File: config.mk
export PLATFORM = sky130hd
export DESIGN_NAME = agp32_acc_unit_flat
export DESIGN_NICKNAME = d
export VERILOG_FILES = /design/src/rtl/agp32_acc_unit_if.sv /design/src/rtl/agp32_acc_unit.sv /design/src/flat_wrapper.sv
export SDC_FILE = /design/constraint.sdc
export NUM_CORES = 1
export LEC_CHECK = 0
export CORE_MARGIN = 3
export CORE_UTILIZATION = 53
export CTS_CLUSTER_DIAMETER = 60
export DETAILED_ROUTE_END_ITERATION = 8
export PLACE_DENSITY_LB_ADDON = 0.12
export SLEW_MARGIN = 20
export SYNTH_ARGS = -nofsm -noshare
export SYNTH_HDL_FRONTEND = slang
export SYNTH_SLANG_ARGS = --single-unit
File: constraint.sdc
create_clock -name clk -period 5.1 [get_ports clk]
set_clock_uncertainty 0.2 [all_clocks]
set_input_delay 1.02 -clock clk [delete_from_list [all_inputs] [get_ports clk]]
set_output_delay 1.02 -clock clk [all_outputs]
set_load 0.02 [all_outputs]
File: src/rtl/agp32_acc_unit_if.sv
// Bundle of argument, result and control signals for agp32_acc_unit.
// Handshakes: a transfer happens on a posedge where valid && ready are both high.
// The producer holds its payload stable while valid is high and ready is low.
interface agp32_acc_unit_if #(
    parameter int DATA_W = 32,
    parameter int DEPTH  = 4
);
    localparam int LVL_W = $clog2(DEPTH) + 1;

    logic [DATA_W-1:0] arg;
    logic [1:0]        arg_mode;
    logic              arg_valid;
    logic              arg_ready;
    logic [DATA_W-1:0] res;
    logic              res_valid;
    logic              res_ready;
    logic              flush;
    logic [LVL_W-1:0]  level;
    logic              busy;
    logic [1:0]        dbg_state;

    modport slave (
        input  arg, arg_mode, arg_valid, res_ready, flush,
        output arg_ready, res, res_valid, level, busy, dbg_state
    );

    modport master (
        output arg, arg_mode, arg_valid, res_ready, flush,
        input  arg_ready, res, res_valid, level, busy, dbg_state
    );
endinterface

File: src/rtl/agp32_acc_unit.sv
// Argument FIFO feeding a fixed-latency engine: half-word add, add with carry,
// popcount and byte reversal, with a held result register and synchronous flush.
module agp32_acc_unit #(
    parameter int DATA_W  = 32,
    parameter int DEPTH   = 4,
    parameter int LATENCY = 2
) (
    input  logic            clk,
    input  logic            rst_n,
    agp32_acc_unit_if.slave bus
);
    localparam int AW = $clog2(DEPTH);
    localparam int LW = $clog2(DEPTH) + 1;
    localparam int CW = (LATENCY > 1) ? $clog2(LATENCY) : 1;
    localparam int H  = DATA_W / 2;
    localparam int NB = DATA_W / 8;
    localparam int EW = DATA_W + 2;

    typedef enum logic [1:0] {
        S_IDLE    = 2'd0,
        S_COMPUTE = 2'd1,
        S_DONE    = 2'd2
    } state_t;

    logic [EW-1:0]     r_mem [DEPTH];
    logic [AW-1:0]     r_wr_ptr;
    logic [AW-1:0]     r_rd_ptr;
    logic [LW-1:0]     r_level;
    state_t            r_state;
    logic [CW-1:0]     r_cnt;
    logic [DATA_W-1:0] r_op;
    logic [1:0]        r_mode;
    logic [DATA_W-1:0] r_res;
    logic              r_res_valid;

    logic              w_full;
    logic              w_empty;
    logic              w_pop_req;
    logic              w_pop;
    logic              w_push;
    logic              w_arg_ready;
    logic [EW-1:0]     w_head;
    logic [H:0]        w_sum;
    logic [DATA_W-1:0] w_ones;
    logic [DATA_W-1:0] w_swap;
    logic [DATA_W-1:0] w_result;

    assign w_full  = (r_level == LW'(DEPTH));
    assign w_empty = (r_level == '0);
    assign w_head  = r_mem[r_rd_ptr];

    // A slot freed by this cycle's pop is offered to the producer in the same
    // cycle, so a full FIFO can swap one entry in and one out without loss.
    assign w_pop_req   = !w_empty &&
                         ((r_state == S_IDLE) ||
                          (r_state == S_DONE && r_res_valid && bus.res_ready));
    assign w_pop       = w_pop_req && !bus.flush;
    assign w_arg_ready = !w_full || w_pop_req;
    assign w_push      = bus.arg_valid && w_arg_ready && !bus.flush;

    always_ff @(posedge clk) begin
        if (w_push) begin
            r_mem[r_wr_ptr] <= {bus.arg_mode, bus.arg};
        end
    end

    always_ff @(posedge clk or negedge rst_n) begin
        if (!rst_n) begin
            r_wr_ptr <= '0;
            r_rd_ptr <= '0;
            r_level  <= '0;
        end else if (bus.flush) begin
            r_wr_ptr <= '0;
            r_rd_ptr <= '0;
            r_level  <= '0;
        end else begin
            if (w_push) r_wr_ptr <= r_wr_ptr + AW'(1);
            if (w_pop)  r_rd_ptr <= r_rd_ptr + AW'(1);
            case ({w_push, w_pop})
                2'b10:   r_level <= r_level + LW'(1);
                2'b01:   r_level <= r_level - LW'(1);
                default: r_level <= r_level;
            endcase
        end
    end

    always_comb begin
        w_sum    = {1'b0, r_op[DATA_W-1:H]} + {1'b0, r_op[H-1:0]};
        w_ones   = '0;
        for (int i = 0; i < DATA_W; i++) begin
            w_ones = w_ones + DATA_W'(r_op[i]);
        end
        // Only whole bytes are mirrored; any leftover top bits keep their place.
        w_swap   = r_op;
        for (int b = 0; b < NB; b++) begin
            w_swap[b*8 +: 8] = r_op[(NB-1-b)*8 +: 8];
        end
        w_result = '0;
        case (r_mode)
            2'd0:    w_result = {{(DATA_W-H){1'b0}}, w_sum[H-1:0]};
            2'd1:    w_result = {{(DATA_W-H-1){1'b0}}, w_sum};
            2'd2:    w_result = w_ones;
            default: w_result = w_swap;
        endcase
    end

    always_ff @(posedge clk or negedge rst_n) begin
        if (!rst_n) begin
            r_state     <= S_IDLE;
            r_cnt       <= '0;
            r_op        <= '0;
            r_mode      <= '0;
            r_res       <= '0;
            r_res_valid <= 1'b0;
        end else if (bus.flush) begin
            r_state     <= S_IDLE;
            r_cnt       <= '0;
            r_res_valid <= 1'b0;
        end else begin
            case (r_state)
                S_IDLE: begin
                    if (w_pop) begin
                        r_op    <= w_head[DATA_W-1:0];
                        r_mode  <= w_head[EW-1:DATA_W];
                        r_cnt   <= CW'(LATENCY - 1);
                        r_state <= S_COMPUTE;
                    end
                end
                S_COMPUTE: begin
                    if (r_cnt != '0) begin
                        r_cnt <= r_cnt - CW'(1);
                    end else begin
                        r_res       <= w_result;
                        r_res_valid <= 1'b1;
                        r_state     <= S_DONE;
                    end
                end
                S_DONE: begin
                    if (bus.res_ready) begin
                        r_res_valid <= 1'b0;
                        if (w_pop) begin
                            r_op    <= w_head[DATA_W-1:0];
                            r_mode  <= w_head[EW-1:DATA_W];
                            r_cnt   <= CW'(LATENCY - 1);
                            r_state <= S_COMPUTE;
                        end else begin
                            r_state <= S_IDLE;
                        end
                    end
                end
                default: begin
                    r_state     <= S_IDLE;
                    r_res_valid <= 1'b0;
                end
            endcase
        end
    end

    assign bus.arg_ready = w_arg_ready;
    assign bus.res       = r_res;
    assign bus.res_valid = r_res_valid;
    assign bus.level     = r_level;
    assign bus.busy      = (r_state != S_IDLE) || !w_empty;
    assign bus.dbg_state = r_state;
endmodule
File: src/flat_wrapper.sv
// flat-port wrapper written by rule: the top's interface ports become plain ports
module agp32_acc_unit_flat 
#(
    parameter int DATA_W  = 32,
    parameter int DEPTH   = 4,
    parameter int LATENCY = 2
)
  (clk, rst_n, bus_arg, bus_arg_mode, bus_arg_valid, bus_res_ready, bus_flush, bus_arg_ready, bus_res, bus_res_valid, bus_level, bus_busy, bus_dbg_state);
  agp32_acc_unit_if #(.DATA_W(DATA_W), .DEPTH(DEPTH)) bus_i ();
  input  logic clk;
  input  logic rst_n;
  input wire logic [$bits(bus_i.arg)-1:0] bus_arg;
  input wire logic [$bits(bus_i.arg_mode)-1:0] bus_arg_mode;
  input wire logic [$bits(bus_i.arg_valid)-1:0] bus_arg_valid;
  input wire logic [$bits(bus_i.res_ready)-1:0] bus_res_ready;
  input wire logic [$bits(bus_i.flush)-1:0] bus_flush;
  output wire logic [$bits(bus_i.arg_ready)-1:0] bus_arg_ready;
  output wire logic [$bits(bus_i.res)-1:0] bus_res;
  output wire logic [$bits(bus_i.res_valid)-1:0] bus_res_valid;
  output wire logic [$bits(bus_i.level)-1:0] bus_level;
  output wire logic [$bits(bus_i.busy)-1:0] bus_busy;
  output wire logic [$bits(bus_i.dbg_state)-1:0] bus_dbg_state;
  assign bus_i.arg = bus_arg;
  assign bus_i.arg_mode = bus_arg_mode;
  assign bus_i.arg_valid = bus_arg_valid;
  assign bus_i.res_ready = bus_res_ready;
  assign bus_i.flush = bus_flush;
  assign bus_arg_ready = bus_i.arg_ready;
  assign bus_res = bus_i.res;
  assign bus_res_valid = bus_i.res_valid;
  assign bus_level = bus_i.level;
  assign bus_busy = bus_i.busy;
  assign bus_dbg_state = bus_i.dbg_state;
  agp32_acc_unit #(.DATA_W(DATA_W), .DEPTH(DEPTH), .LATENCY(LATENCY)) u_core (.clk(clk), .rst_n(rst_n), .bus(bus_i));
endmodule
Word-level counts from Yosys, hierarchy flattened
Memories as Yosys holds them, arrays and structs flattened.
Index checks and enable logic that the tools add are counted.
Word-level totals
  logic and storage cells: 117
  bits in writable memories: 136
  memories: 1
  bits in registers: 77
  bits of input ports: 39
Memories
  u_core.r_mem: words 4, width 34, read ports 1, clocked after Yosys merged registers in 0, wr ports 1, RTL line agp32_acc_unit.sv:25  | logic [EW-1:0] r_mem [DEPTH];
Operators by class
  add/subtract/negate cells: 37
  multiplexer cells: 30
  equality and inequality tests: 12
  bitwise gates (word level): 2
  reduce and logical (&&, ||, !) cells: 26
Operators by type and width (number)
  adder 32 x 1 -> 32 bit: 30
  case mux 32 bit (3 select lines): 1
  2-to-1 mux 32 bit: 2
  case mux 32 bit (2 select lines): 1
  2-to-1 mux 2 bit: 10
  adder 16 x 16 -> 17 bit: 1
  AND reduction 3 bit: 4
  2-to-1 mux 1 bit: 10
  nonzero test 2 bit: 4
  == test 2 x 1 -> 1 bit, second input constant: 3
  == test 2 bit, second input constant: 3
  logical AND 1 bit: 6
  != test 3 bit, second input constant: 2
  case mux 1 bit (3 select lines): 2
  case mux 2 bit (3 select lines): 1
  case mux 3 bit (2 select lines): 1
  adder 2 x 1 -> 2 bit, second input constant: 2
  zero test 2 bit: 2
  != test 2 bit, second input constant: 2
  case mux 2 bit (2 select lines): 1
  nonzero test 4 bit: 1
  adder 3 x 1 -> 3 bit, second input constant: 1
  == test 3 bit, second input constant: 1
  zero test 1 bit: 3
  10 further kinds: 13

Logic depth before layout (Yosys ltp)
  word-level depth: 32
  gate-level depth with buffers: 20
  gate-level depth less buffers: 20

Worst setup path before layout
OpenSTA, ideal clock, no wires.
  kind: reg-to-reg
  start: register u_core.r_op[1]
  end: register u_core.r_res[4] (netlist: u_core.bus.res[4])
  clock period less this slack: 5.281 ns
  required time: 4.773 ns
  library setup time: 0.127 ns
  slack: -0.181 ns
  cell stages (with the launch flop): 16
  path buffers: 0
  arrival time: 4.954 ns
  cell sequence: dfrtp_1 ha_1 inv_1 fa_1 fa_1 fa_1 fa_1 fa_1 fa_1 fa_1 fa_1 o21ai_0 a21oi_1 xnor2_1 o211ai_1 a21oi_1
On the way
  longest elaborated chain between the ends: 32
  elaborated cells between the ends (all ways): 33
  classes of those cells: add/sub: 32; mux: 1
Ends and longest elaborated chain
  from (decl): RTL line agp32_acc_unit.sv:31  | logic [DATA_W-1:0] r_op;
  from (signal assigned): RTL line agp32_acc_unit.sv:123  | r_op <= w_head[DATA_W-1:0];
  from (signal assigned): RTL line agp32_acc_unit.sv:142  | r_op <= w_head[DATA_W-1:0];
  adder 1 x 1 -> 2 bit: RTL line agp32_acc_unit.sv:91  | w_ones = w_ones + DATA_W'(r_op[i]);
  adder 32 x 1 -> 32 bit (30 in series): RTL line agp32_acc_unit.sv:91
  case mux 32 bit (3 select lines) *: RTL line agp32_acc_unit.sv:99  | case (r_mode)
  to (signal assigned): RTL line agp32_acc_unit.sv:133  | r_res <= w_result;
  to (decl): RTL line agp32_acc_unit.sv:33  | logic [DATA_W-1:0] r_res;
Every way passes the cells marked *; elsewhere a longest branch is shown, timed or not.
A chain may end at the register's enable or synchronous reset.

Worst setup path after layout
  start: register u_core.r_op[0]
  end: register u_core.r_res[4] (netlist: u_core.bus.res[4])
Same word-level chain as after synthesis.

==> flow_summary.toml <==
[run_status]
status = "finished, violations left"
violations = "setup timing"

[logic_synthesis]
ys_top_cells_by_count = "136 x edfxtp_1, 78 x nand2_1, 77 x dfrtp_1"
synth_compound_area_frac = 0.0900
yosys_register_bits = 213
async_reset_ff_frac = 0.362
yosysTopAreaCell = "edfxtp_1"
synth_fp_nets = 796
synth_top_family_by_area = "multiplexers"
synth-seq-area-share = 0.609
synth_edf_count = 136
muxShareOfSynthArea = 0.0934
synthCells = 703
synth_top_flop_cell = "edfxtp_1"
synth.area.top_cells = "edfxtp_1 41%, dfrtp_1 20%, mux4_2 7.8%, fa_1 5.3%, ha_1 3.6%"
synth_fa_ha_area_frac = 0.0883
yosys_warnings = 0
synthSimpleGateAreaFrac = 0.0689
synth.avg_cell_area_um2 = 14.0
synth-xor-area-share = 0.0124
synth.distinct_cells = 64
syn_area_um2 = 9860
yosysMostFrequentCell = "edfxtp_1"
netlist.area_leader.share = 0.414

[worst_setup_path]
crit_slowest_cell = "fa_1"
cp_slowest_stage_delay_ns = 0.53
reg2reg_slack_ns = -0.10
critical_path.cell_chain = "ha_1, inv_2, fa_1, fa_1, fa_1, fa_1, fa_1, fa_1, fa_2, fa_2, o21ai_2, a21oi_1, xnor2_1, o211ai_1, a21oi_1"
cp.arrival_ns = 5.40
worstSetupPathType = "reg2reg"
end_kind = "flop"
path_common_cell = "fa_1"
worst_setup_path_start_kind = "flop"
path_max_fanout = 2
worstPathRequired_ns = 5.30

[detailed_routing]
vias = 6014
drtIter0Drc = 428
wl_per_cell_um = 20.0
firstDrtPassIters = 5
ant_nets = 0
avgViaCountPerCell = 5.76
drc = 0
wirelength_um = 20900

[global_route]
grt_use_total = 0.212
antenna_found_initial = 0
grt_pass1_vias = 6222
globalRouteOverflowTotal = 0
grt_pass1_wl_um = 33600
grt_max_degree = 78

[floorplan]
start_util = 0.543
core_um2 = 18100
ios = 79
chipHeight_um = 142
die_area_um2 = 20300
die_w_um = 142
num_rows = 49

[worst_hold_path]
hold_path_class = "reg2reg"

[timing]
fin_crit_ns = 5.20
drv_slew = 0
timing.slew.headroom = 0.392
period_share = 1.02
setup_viol = 2
report.final.hold_viol_count = 0
worstMarginPinSlew_ns = 0.912
timing.fmax_ghz = 0.192
rsz0062_at_grt = "true"
fin_ws_ns = -0.101

[cells_and_area]
fin_area_um2 = 11700
diodes = 0
final_layout_size_suffix_gt1_frac = 0.135
finalNetCount = 892
area.growth.synth_to_final_pct = 18.8

[clock_tree]
path_clk_slew_ns = 0.06
clk_latency_ns = 0.53
cts_setup_buffers = 0
ctsHoldBuffers = 0
clk_path_buf_depth = 3
cts.sinks = 213
cts_made_buffers = 24
cts_tree = "done"
htreeDepth = 1
clock-root-buffer = "clkbuf_16"

[placed_design]
place_hpwl_um = 14300
dpl-instance-area_um2 = 11000
routabilityCongestion = 0.929
port_buffers = 78

[run]
maxCapViolations = 0
critical path: cells and delay by family, from the launching register on:
kind | cells | cell delay [ns]
xor gates and xnor gates | 1 | 0.13
AOI/OAI and AO/OA | 4 | 0.47
DFF | 1 | 0.38
buffers and inverters | 1 | 0.04
adders and majority gates | 9 | 3.86
cells in the final DEF (no fill, tap or decap), types with 11 or more instances in the layout:
master | synthesis | layout
a21oi_1 | 30 | 30
buf_4 | 1 | 22
clkbuf_16 | 0 | 24
clkdlybuf4s50_1 | 0 | 77
dfrtp_1 | 77 | 75
edfxtp_1 | 136 | 136
fa_1 | 26 | 24
ha_1 | 28 | 28
inv_1 | 59 | 58
mux2_1 | 11 | 11
mux4_2 | 34 | 34
nand2_1 | 78 | 78
nand3_1 | 23 | 23
nor2_1 | 23 | 23
o21ai_0 | 29 | 23
o21ai_1 | 15 | 19
cell families (layout without fill, tap and decap cells):
family,Yosys count,in the layout
flops,213,213
simple gates,152,152
compound gates,133,133
buf+inv,89,202
fa+ha+maj,54,54
mux,48,48
xor+xnor,14,14
metal layers:
metal	up-vias	track usage	wire (µm)
li1	2756	-	-
met1	3032	0.315	9410
met2	186	0.330	9870
met3	40	0.0319	1000
met4	0	0.0655	613
met5	-	0	0
cell type report:
class	count	area (µm²)
timing repair buffer	100	947
multi-input combinational	401	3510
sequential	213	6010
fill	1329	6430
clock buffer	31	627
tap	229	287
inverter	59	221
clock inverter	12	114
worst paths after layout:
kind	startpoint	endpoint	cells past startpoint
worst min register to register	u_core.bus.res[25]	u_core.bus.res[25]	2
min in group asynchronous	rst_n	u_core.bus.res[26]	1
worst min-delay path	u_core.bus.res[25]	u_core.bus.res[25]	2
worst max register to register	u_core.r_op[0]	u_core.bus.res[4]	15
max in group asynchronous	rst_n	u_core.r_rd_ptr[0]	1
worst max-delay path	u_core.r_op[0]	u_core.bus.res[4]	15
metrics by stage:
step           utilization  cells  worst slack (ns)  hold slack, ns  setup TNS [ns]
6_report             0.646   1045            -0.101           0.267          -0.121
3_5_place_dp         0.603   1002            -0.156           0.256          -0.505
5_1_grt              0.646   1045            -0.281           0.291           -1.13
2_1_floorplan            -    703           0.00151           0.297               0
4_1_cts              0.645   1045           -0.0968           0.268          -0.164
3_3_place_gp         0.603   1002           -0.0553           0.249          -0.114
state kept, by name (all words and copies together) (netlist names):
register and count:
u_core.bus.dbg_state 2, u_core.bus.level 3, u_core.bus.res 32, u_core.bus.res_valid 1, u_core.r_cnt 1, u_core.r_mem 136, u_core.r_mode 2, u_core.r_op 32
u_core.r_rd_ptr 2, u_core.r_wr_ptr 2
what timing repair did:
item,CTS,global route
endpoints found under the setup margin,5,5
gates resized for setup,6,8
pin swaps,5,3
Power is left out: the tool's default activity adds up to more than one toggle a clock period on the data nets, which glitch-free logic cannot reach.
